<file path="src/rtl/imem_boot_loader.sv">
// Boot sequencer: accepts 32-bit instruction words and writes them as four
// little-endian byte writes, then releases the core after a settle delay.
module imem_boot_loader #(
  parameter int unsigned ADDR_W        = 10,
  parameter int unsigned BASE_ADDR     = 0,
  parameter int unsigned RELEASE_DELAY = 2
) (
  input  logic              clk,
  input  logic              reset,
  input  logic              ld_valid,
  output logic              ld_ready,
  input  logic [31:0]       ld_data,
  input  logic              ld_last,
  output logic              im_we,
  output logic [ADDR_W-1:0] im_addr,
  output logic [7:0]        im_wdata,
  output logic              core_reset,
  output logic              done,
  output logic              err,
  output logic [ADDR_W-2:0] word_count
);

  localparam logic [2:0] LOAD   = 3'd0;
  localparam logic [2:0] W0     = 3'd1;
  localparam logic [2:0] W1     = 3'd2;
  localparam logic [2:0] W2     = 3'd3;
  localparam logic [2:0] W3     = 3'd4;
  localparam logic [2:0] SETTLE = 3'd5;
  localparam logic [2:0] RUN    = 3'd6;
  localparam logic [2:0] ERROR  = 3'd7;

  // Usable word slots above BASE_ADDR; the overflow check never lets writes wrap.
  localparam int unsigned       CAP        = ((1 << ADDR_W) - BASE_ADDR) / 4;
  localparam logic [ADDR_W-2:0] LAST_SLOT  = (ADDR_W-1)'(CAP - 1);
  localparam logic [3:0]        SETTLE_END = 4'(RELEASE_DELAY - 1);
  localparam logic [ADDR_W-1:0] BASE       = ADDR_W'(BASE_ADDR);

  logic [2:0]        state, nxt;
  logic [31:0]       word_q;
  logic              last_q;
  logic [3:0]        cnt;
  logic [ADDR_W-1:0] wbase;

  always_comb begin
    wbase = BASE + {word_count[ADDR_W-3:0], 2'b00};
  end

  always_comb begin
    nxt = state;
    case (state)
      LOAD:    if (ld_valid && ld_ready) nxt = W0;
      W0:      nxt = W1;
      W1:      nxt = W2;
      W2:      nxt = W3;
      W3: begin
        if (last_q)                       nxt = SETTLE;
        else if (word_count == LAST_SLOT) nxt = ERROR;
        else                              nxt = LOAD;
      end
      SETTLE:  if (cnt == SETTLE_END) nxt = RUN;
      RUN:     nxt = RUN;
      ERROR:   nxt = ERROR;
      default: nxt = LOAD;
    endcase
  end

  // Outputs are registered from the next state so they line up with the state.
  always_ff @(posedge clk) begin
    if (reset) begin
      state      <= LOAD;
      ld_ready   <= 1'b0;
      im_we      <= 1'b0;
      im_addr    <= '0;
      im_wdata   <= '0;
      core_reset <= 1'b1;
      done       <= 1'b0;
      err        <= 1'b0;
      word_count <= '0;
      cnt        <= '0;
      word_q     <= '0;
      last_q     <= 1'b0;
    end else begin
      state      <= nxt;
      ld_ready   <= (nxt == LOAD);
      im_we      <= (nxt == W0) || (nxt == W1) || (nxt == W2) || (nxt == W3);
      core_reset <= (nxt != RUN);
      done       <= (nxt == RUN);
      err        <= (nxt == ERROR);
      cnt        <= (state == SETTLE) ? cnt + 4'd1 : '0;
      if (state == LOAD && nxt == W0) begin
        word_q <= ld_data;
        last_q <= ld_last;
      end
      if (state == W3) word_count <= word_count + (ADDR_W-1)'(1);
      case (nxt)
        W0: begin
          im_addr  <= wbase;
          im_wdata <= ld_data[7:0];
        end
        W1: begin
          im_addr  <= wbase + ADDR_W'(1);
          im_wdata <= word_q[15:8];
        end
        W2: begin
          im_addr  <= wbase + ADDR_W'(2);
          im_wdata <= word_q[23:16];
        end
        W3: begin
          im_addr  <= wbase + ADDR_W'(3);
          im_wdata <= word_q[31:24];
        end
        default: ;
      endcase
    end
  end

endmodule

</file>
<file path="config.mk">
export PLATFORM = sky130hd
export DESIGN_NAME = imem_boot_loader
export DESIGN_NICKNAME = d
export VERILOG_FILES = /design/src/rtl/imem_boot_loader.sv
export SDC_FILE = /design/constraint.sdc
export NUM_CORES = 1
export LEC_CHECK = 0
export BUFFER_PORTS_ARGS = -buffer_cell sky130_fd_sc_hd__buf_2
export CORE_UTILIZATION = 50
export CTS_CLUSTER_SIZE = 20
export DETAILED_ROUTE_END_ITERATION = 8
export MAX_ROUTING_LAYER = met4
export PLACE_DENSITY = 0.75
export SETUP_SLACK_MARGIN = 0.1
export SLEW_MARGIN = 20
export SYNTH_ARGS = -nofsm -noshare
export SYNTH_HDL_FRONTEND = slang
export SYNTH_SLANG_ARGS = --single-unit
</file>
<file path="constraint.sdc">
create_clock -name clk -period 2.55 [get_ports clk]
set_input_delay 0.3825 -clock clk [delete_from_list [all_inputs] [get_ports clk]]
set_output_delay 0.3825 -clock clk [all_outputs]
set_load 0.1 [all_outputs]
</file>
==> results.sh, run 1 <==
export IMPL_ir_drop_mv=0.5049
export IMPL_finalCriticalPeriod_ps=2177
export IMPL_grt_use_total_pct=23.84
export IMPL_worstHoldPathType="input pin to flip-flop"
export IMPL_post_cts_buffers=0
export IMPL_netlist_area_um2=2823
export IMPL_synth_cell_types=42
export IMPL_post_route_cells_drive_above_1_share_pct=25.94
export IMPL_fmax_mhz=459.4
export IMPL_cp_data_arrival_time_ps=2440
export IMPL_multiInputGateArea_um2=1353
export IMPL_fin_cells=471
export IMPL_drv_slew=0
export IMPL_cts_buffers=9
export IMPL_syn_nets=374
export IMPL_cts_sinks=64
export IMPL_worst_setup_path_type="flip-flop to flip-flop"
export IMPL_synth_seq_cells=64
export IMPL_maxCapViolations=0
export IMPL_worst_ep_required_time_ps=2820
export IMPL_synthTopCellsByCount="dfxtp_1 (64), nand2_1 (59), a21oi_1 (47)"
export IMPL_grt_pass1_vias=2350
export IMPL_crit_path_end_kind="flip-flop"
export IMPL_ctsHoldBuffers=0
export IMPL_grt_max_degree=34
export IMPL_worst_setup_path_start_kind="flip-flop"
export IMPL_wl_um=6469
export IMPL_die_h_um=77.14
export IMPL_antenna_cells=0
export IMPL_die_x_um=77.14
export IMPL_io_pins=68
export IMPL_fill_cells=496
export IMPL_dp_cells=454
export IMPL_portBuffers=67
export IMPL_fin_nets=436
export IMPL_final_hold_viol_count=0
export IMPL_wl_per_cell_um=13.73
export IMPL_clock_latency_ps=350
export IMPL_antenna_left=0
export IMPL_yosysMostFrequentCell="dfxtp_1"
export IMPL_setup_violations=0
export IMPL_regArea_um2=1289
export IMPL_htree_levels=3
export IMPL_drc_errors=0
export IMPL_gp_congestion=0.8850
export IMPL_cellPowerDensity_nw_per_um2=808.6
export IMPL_routed_via_count=2504
export IMPL_area_growth_pct=20.21
export IMPL_start_util_pct=53.56
export IMPL_fin_crit_sh_pct=85.37
export IMPL_synthCells=334
export IMPL_critical_path_max_fanout=9
export IMPL_yosys_area_top_type="dfxtp_1"
export IMPL_synthTopCellsByArea="dfxtp_1 (45%), a21oi_1 (8.3%), nand2_1 (7.8%)"
export IMPL_finalPower_w=0.002744
export IMPL_cts_root_buf="clkbuf_8"
export IMPL_totalNegativeSetupSlack_ps=0
export IMPL_antenna_found_initial=0
export IMPL_worst_pin_slew_ps=590.3
export IMPL_finalHoldWorstSlack_ps=271.8
export IMPL_synth_top_area_share_pct=45.39
export IMPL_cts_max_path_buffers=2
export IMPL_grt_pass1_wl_um=10840
export IMPL_grt_overflow_total=0
export IMPL_dp_hpwl_um=4445
export IMPL_cts_tree="yes"
export IMPL_power_leakage_nw=1.373
export IMPL_rsz0062_at_grt="false"
export IMPL_synth_edff_count=0
export IMPL_synthFlopType="dfxtp_1"
export IMPL_synthArstFlopShare_pct=0
export IMPL_fin_skew_ps=7.888
export IMPL_clk_pin_slew_worst_paths_ps=70
export IMPL_cts_resized_gates=0
export IMPL_vias_per_cell=5.316
export IMPL_outcome="finished clean"
export IMPL_hold_path_depth=3
export IMPL_ys_seq_area_share_pct=45.39
export IMPL_r2r_cells=8
export IMPL_detail_route_first_pass_iterations=4
export IMPL_yosysWarnings=0
export IMPL_syn_avg_cell_area_um2=8.451
export IMPL_slew_limit_headroom_pct=60.38
export IMPL_drt_iter0_markers=53
export IMPL_rows=26
export IMPL_die_area_um2=5950
export IMPL_coreArea_um2=5270
[final timing paths]
path | from | to | slack (ps)
max | word_count[0]$_SDFFE_PP0P_ | done$_SDFF_PP0_ | 370
min | ld_data[20] | word_q[20]$_SDFFE_PP0P_ | 270
max reg2reg | word_count[0]$_SDFFE_PP0P_ | done$_SDFF_PP0_ | 370
min reg2reg | word_q[22]$_SDFFE_PP0P_ | word_q[22]$_SDFFE_PP0P_ | 460
[layout by cell type, fill, tap and decap left out, types with 2 or more instances in the layout]
cell type	instances
mux2i_1	8
a21oi_1	47
a22o_1	8
and2_1	2
xnor2_1	5
ha_1	4
o21ai_0	3
xor2_1	4
nor2_1	32
nor4b_1	8
o22ai_1	8
inv_1	13
clkinvlp_4	2
nand2_1	59
dfxtp_1	58
nand3b_1	2
nand3_1	3
or3_1	3
nor3b_1	2
nand2b_1	3
o221ai_1	9
buf_4	8
clkinv_2	2
nor3_1	5
buf_2	67
dfxtp_2	6
clkbuf_8	12
[cell families after synthesis]
logic type,share of synthesized area (%)
buffers and inverters,6.694
muxes,2.837
DFF,45.39
and+or+nand+nor,22.39
AOI/OAI and AO/OA,18.13
xor gates and xnor gates,2.792
adders and majority gates,1.773
[state kept, by name (all words and copies together) (netlist names)]
name and count:
word_q 24, im_addr 10, word_count 9, im_wdata 8
cnt 4, state 3, core_reset 1, done 1
err 1, im_we 1, last_q 1, ld_ready 1
[worst max-delay path, stage by stage (launching register included)]
cell and delay, ps:
dfxtp_2 350, ha_1 230, nand2_1 90, nor3_1 60
ha_1 210, o21ba_2 200, o21ai_1 470, or2_1 290
nor3b_1 200
[power breakdown]
group	internal (W)	switching [W]
registers	0.00108	0.0000594
logic	0.000182	0.000531
clock network	0.000501	0.000394
total	0.00176	0.000985
[cell type report]
cell class	instances	area share, %
Clock buffer	11	4.462
Clock inverter	5	1.622
Inverter	13	1.438
Multi-Input combinational cell	232	39.86
Sequential cell	64	37.98
Tap cell	70	2.581
Timing Repair Buffer	76	12.06
[layer usage]
metal	wire, um	track usage, %
met1	3155	29.78
met2	2917	36.90
met3	301	6.310
met4	95	8.679
met5	0	-
[through the flow]
stage          util (%)  instance area, um^2  worst slack [ps]
5_1_grt           64.39                 3393             276.1
2_1_floorplan         -                 2830             141.2
3_5_place_dp      60.21                 3173             421.2
3_3_place_gp      60.21                 3173             509.3
4_1_cts           64.13                 3379             406.8
6_report          64.39                 3393             373.1
No activity file was read; power rests on OpenSTA's default activity.
==> run 2, diff against run 1 <==
--- a/config.mk
+++ b/config.mk
@@ -6,13 +6,13 @@
 export NUM_CORES = 1
 export LEC_CHECK = 0
 export BUFFER_PORTS_ARGS = -buffer_cell sky130_fd_sc_hd__buf_2
-export CORE_UTILIZATION = 50
+export CORE_MARGIN = 1.5
+export CORE_UTILIZATION = 45
 export CTS_CLUSTER_SIZE = 20
 export DETAILED_ROUTE_END_ITERATION = 8
 export MAX_ROUTING_LAYER = met4
-export PLACE_DENSITY = 0.75
+export PLACE_DENSITY = 0.69
 export SETUP_SLACK_MARGIN = 0.1
-export SLEW_MARGIN = 20
 export SYNTH_ARGS = -nofsm -noshare
 export SYNTH_HDL_FRONTEND = slang
 export SYNTH_SLANG_ARGS = --single-unit
==> results.sh, run 2 (synthesis gave the netlist of run 1 again) <==
export IMPL_fin_nets=436
export IMPL_die_x_um=82.20
export IMPL_fin_crit_sh_pct=85.69
export IMPL_vias_per_cell=5.297
export IMPL_crit_path_end_kind="flip-flop"
export IMPL_cts_max_path_buffers=2
export IMPL_cts_resized_gates=0
export IMPL_grt_overflow_total=0
export IMPL_worst_setup_path_start_kind="flip-flop"
export IMPL_grt_use_total_pct=21.54
export IMPL_cts_sinks=64
export IMPL_setup_violations=0
export IMPL_maxCapViolations=0
export IMPL_io_pins=68
export IMPL_wl_per_cell_um=13.77
export IMPL_post_route_cells_drive_above_1_share_pct=25.75
export IMPL_drt_iter0_markers=57
export IMPL_cellPowerDensity_nw_per_um2=819.7
export IMPL_start_util_pct=47.12
export IMPL_critical_path_max_fanout=9
export IMPL_dr_wl_met2_um=2908
export IMPL_drc_errors=0
export IMPL_largest_register_ffs=24
export IMPL_dp_hpwl_um=4465
export IMPL_clk_pin_slew_worst_paths_ps=70
export IMPL_post_cts_buffers=0
export IMPL_totalNegativeSetupSlack_ps=0
export IMPL_coreArea_um2=5991
export IMPL_rsz0062_at_grt="false"
export IMPL_cts_buffers=9
export IMPL_power_leakage_nw=1.371
export IMPL_antenna_found_initial=0
export IMPL_worst_ep_required_time_ps=2800
export IMPL_finalCriticalPeriod_ps=2185
export IMPL_grt_pass1_wl_um=10600
export IMPL_portBuffers=67
export IMPL_min_to="word_q[28]$_SDFFE_PP0P_"
export IMPL_antenna_cells=0
export IMPL_die_area_um2=6757
export IMPL_slew_limit_headroom_pct=52.70
export IMPL_top_register="word_q"
export IMPL_reg2reg_to="done$_SDFF_PP0_"
export IMPL_gp_congestion=0.8455
export IMPL_routed_via_count=2516
export IMPL_drv_slew=0
export IMPL_clock_latency_ps=350
export IMPL_cp_data_arrival_time_ps=2440
export IMPL_die_h_um=82.20
export IMPL_layout_commonest_cell="buf_2"
export IMPL_r2r_cells=8
export IMPL_wl_um=6541
export IMPL_rows=28
export IMPL_worst_setup_path_type="flip-flop to flip-flop"
export IMPL_hold_path_depth=3
export IMPL_hp_start="ld_data[28]"
export IMPL_worst_pin_slew_ps=709.5
export IMPL_dr_wl_met3_um=312
export IMPL_final_cell_mix="buf_2 (67), nand2_1 (59), dfxtp_1 (58)"
export IMPL_grt_pass1_vias=2325
export IMPL_htree_levels=3
export IMPL_wl_met1_um=3188
export IMPL_rrSetupSlack_ps=360
export IMPL_fin_area_um2=3396
export IMPL_outcome="finished clean"
export IMPL_fin_skew_ps=8.933
export IMPL_cts_root_buf="clkbuf_8"
export IMPL_antenna_left=0
export IMPL_worstHoldPathType="input pin to flip-flop"
export IMPL_largestRegisters="word_q x24, im_addr x10, word_count x9"
export IMPL_fmax_mhz=457.7
export IMPL_area_growth_pct=20.30
export IMPL_cts_tree="yes"
export IMPL_ctsHoldBuffers=0
export IMPL_final_hold_viol_count=0
export IMPL_r2r_start="word_count[0]$_SDFFE_PP0P_"
export IMPL_detail_route_first_pass_iterations=4
export IMPL_ir_drop_mv=0.4081
export IMPL_finalHoldWorstSlack_ps=272.4
export IMPL_top_layer="met4"
export IMPL_grt_max_degree=30
export IMPL_place_area_um2=3187
[run 2: cell count changes in the layout (fill, tap and decap cells not counted), sizes merged]
cell,delta
bufinv,+1
clkbuf,-3
buf,+1
[run 2: cell type report]
| type | count | area, um^2 |
|---|---|---|
| Clock inverter | 6 | 85.08 |
| Tap cell | 75 | 93.84 |
| Timing Repair Buffer | 76 | 402.9 |
| Sequential cell | 64 | 1289 |
| Inverter | 13 | 48.80 |
| Clock buffer | 9 | 123.9 |
| Fill cell | 603 | 2595 |
| Multi-Input combinational cell | 232 | 1353 |
[run 2: how the worst max path moves through the flow]
stage                          startpoint                       to  slack (ps)  depth (start not counted)
4_1_cts        word_count[0]$_SDFFE_PP0P_          done$_SDFF_PP0_         390                          8
2_1_floorplan  word_count[6]$_SDFFE_PP0P_  im_addr[1]$_SDFFE_PP0P_         140                          8
5_1_grt        word_count[0]$_SDFFE_PP0P_          done$_SDFF_PP0_         240                          8
3_5_place_dp   word_count[0]$_SDFFE_PP0P_          done$_SDFF_PP0_         420                          8
6_report       word_count[0]$_SDFFE_PP0P_          done$_SDFF_PP0_         360                          8
3_3_place_gp   word_count[0]$_SDFFE_PP0P_          done$_SDFF_PP0_         490                          8
[run 2: stage by stage]
step / cells / util, % / total power (W) / setup WS [ps]
2_1_floorplan: 334 / - / 0.001745 / 141.2
3_3_place_gp: 460 / 53.20 / 0.001868 / 491.2
3_5_place_dp: 460 / 53.20 / 0.001876 / 420.6
4_1_cts: 475 / 56.68 / 0.002803 / 388.5
5_1_grt: 475 / 56.68 / 0.002904 / 242.4
6_report: 475 / 56.68 / 0.002784 / 364.9
[run 2: layer usage]
layer | global-route usage [%] | vias up
li1 | - | 1275
met1 | 27.33 | 1162
met2 | 32.60 | 66
met3 | 4.725 | 13
met4 | 10.00 | 0
met5 | - | -
[run 2: power breakdown]
group	total (W)	internal [W]	switching [W]
sequential	0.00113	0.00108	0.0000543
combinational	0.000723	0.000183	0.000540
clock	0.000930	0.000541	0.000389
[run 2: worst max-delay path, stage by stage, from the launching register on]
cell and delay (ps):
dfxtp_2 350, ha_1 230, nand2_1 90, nor3_1 50, ha_1 200, o21ba_2 200, o21ai_1 440, or2_1 300
nor3b_1 230
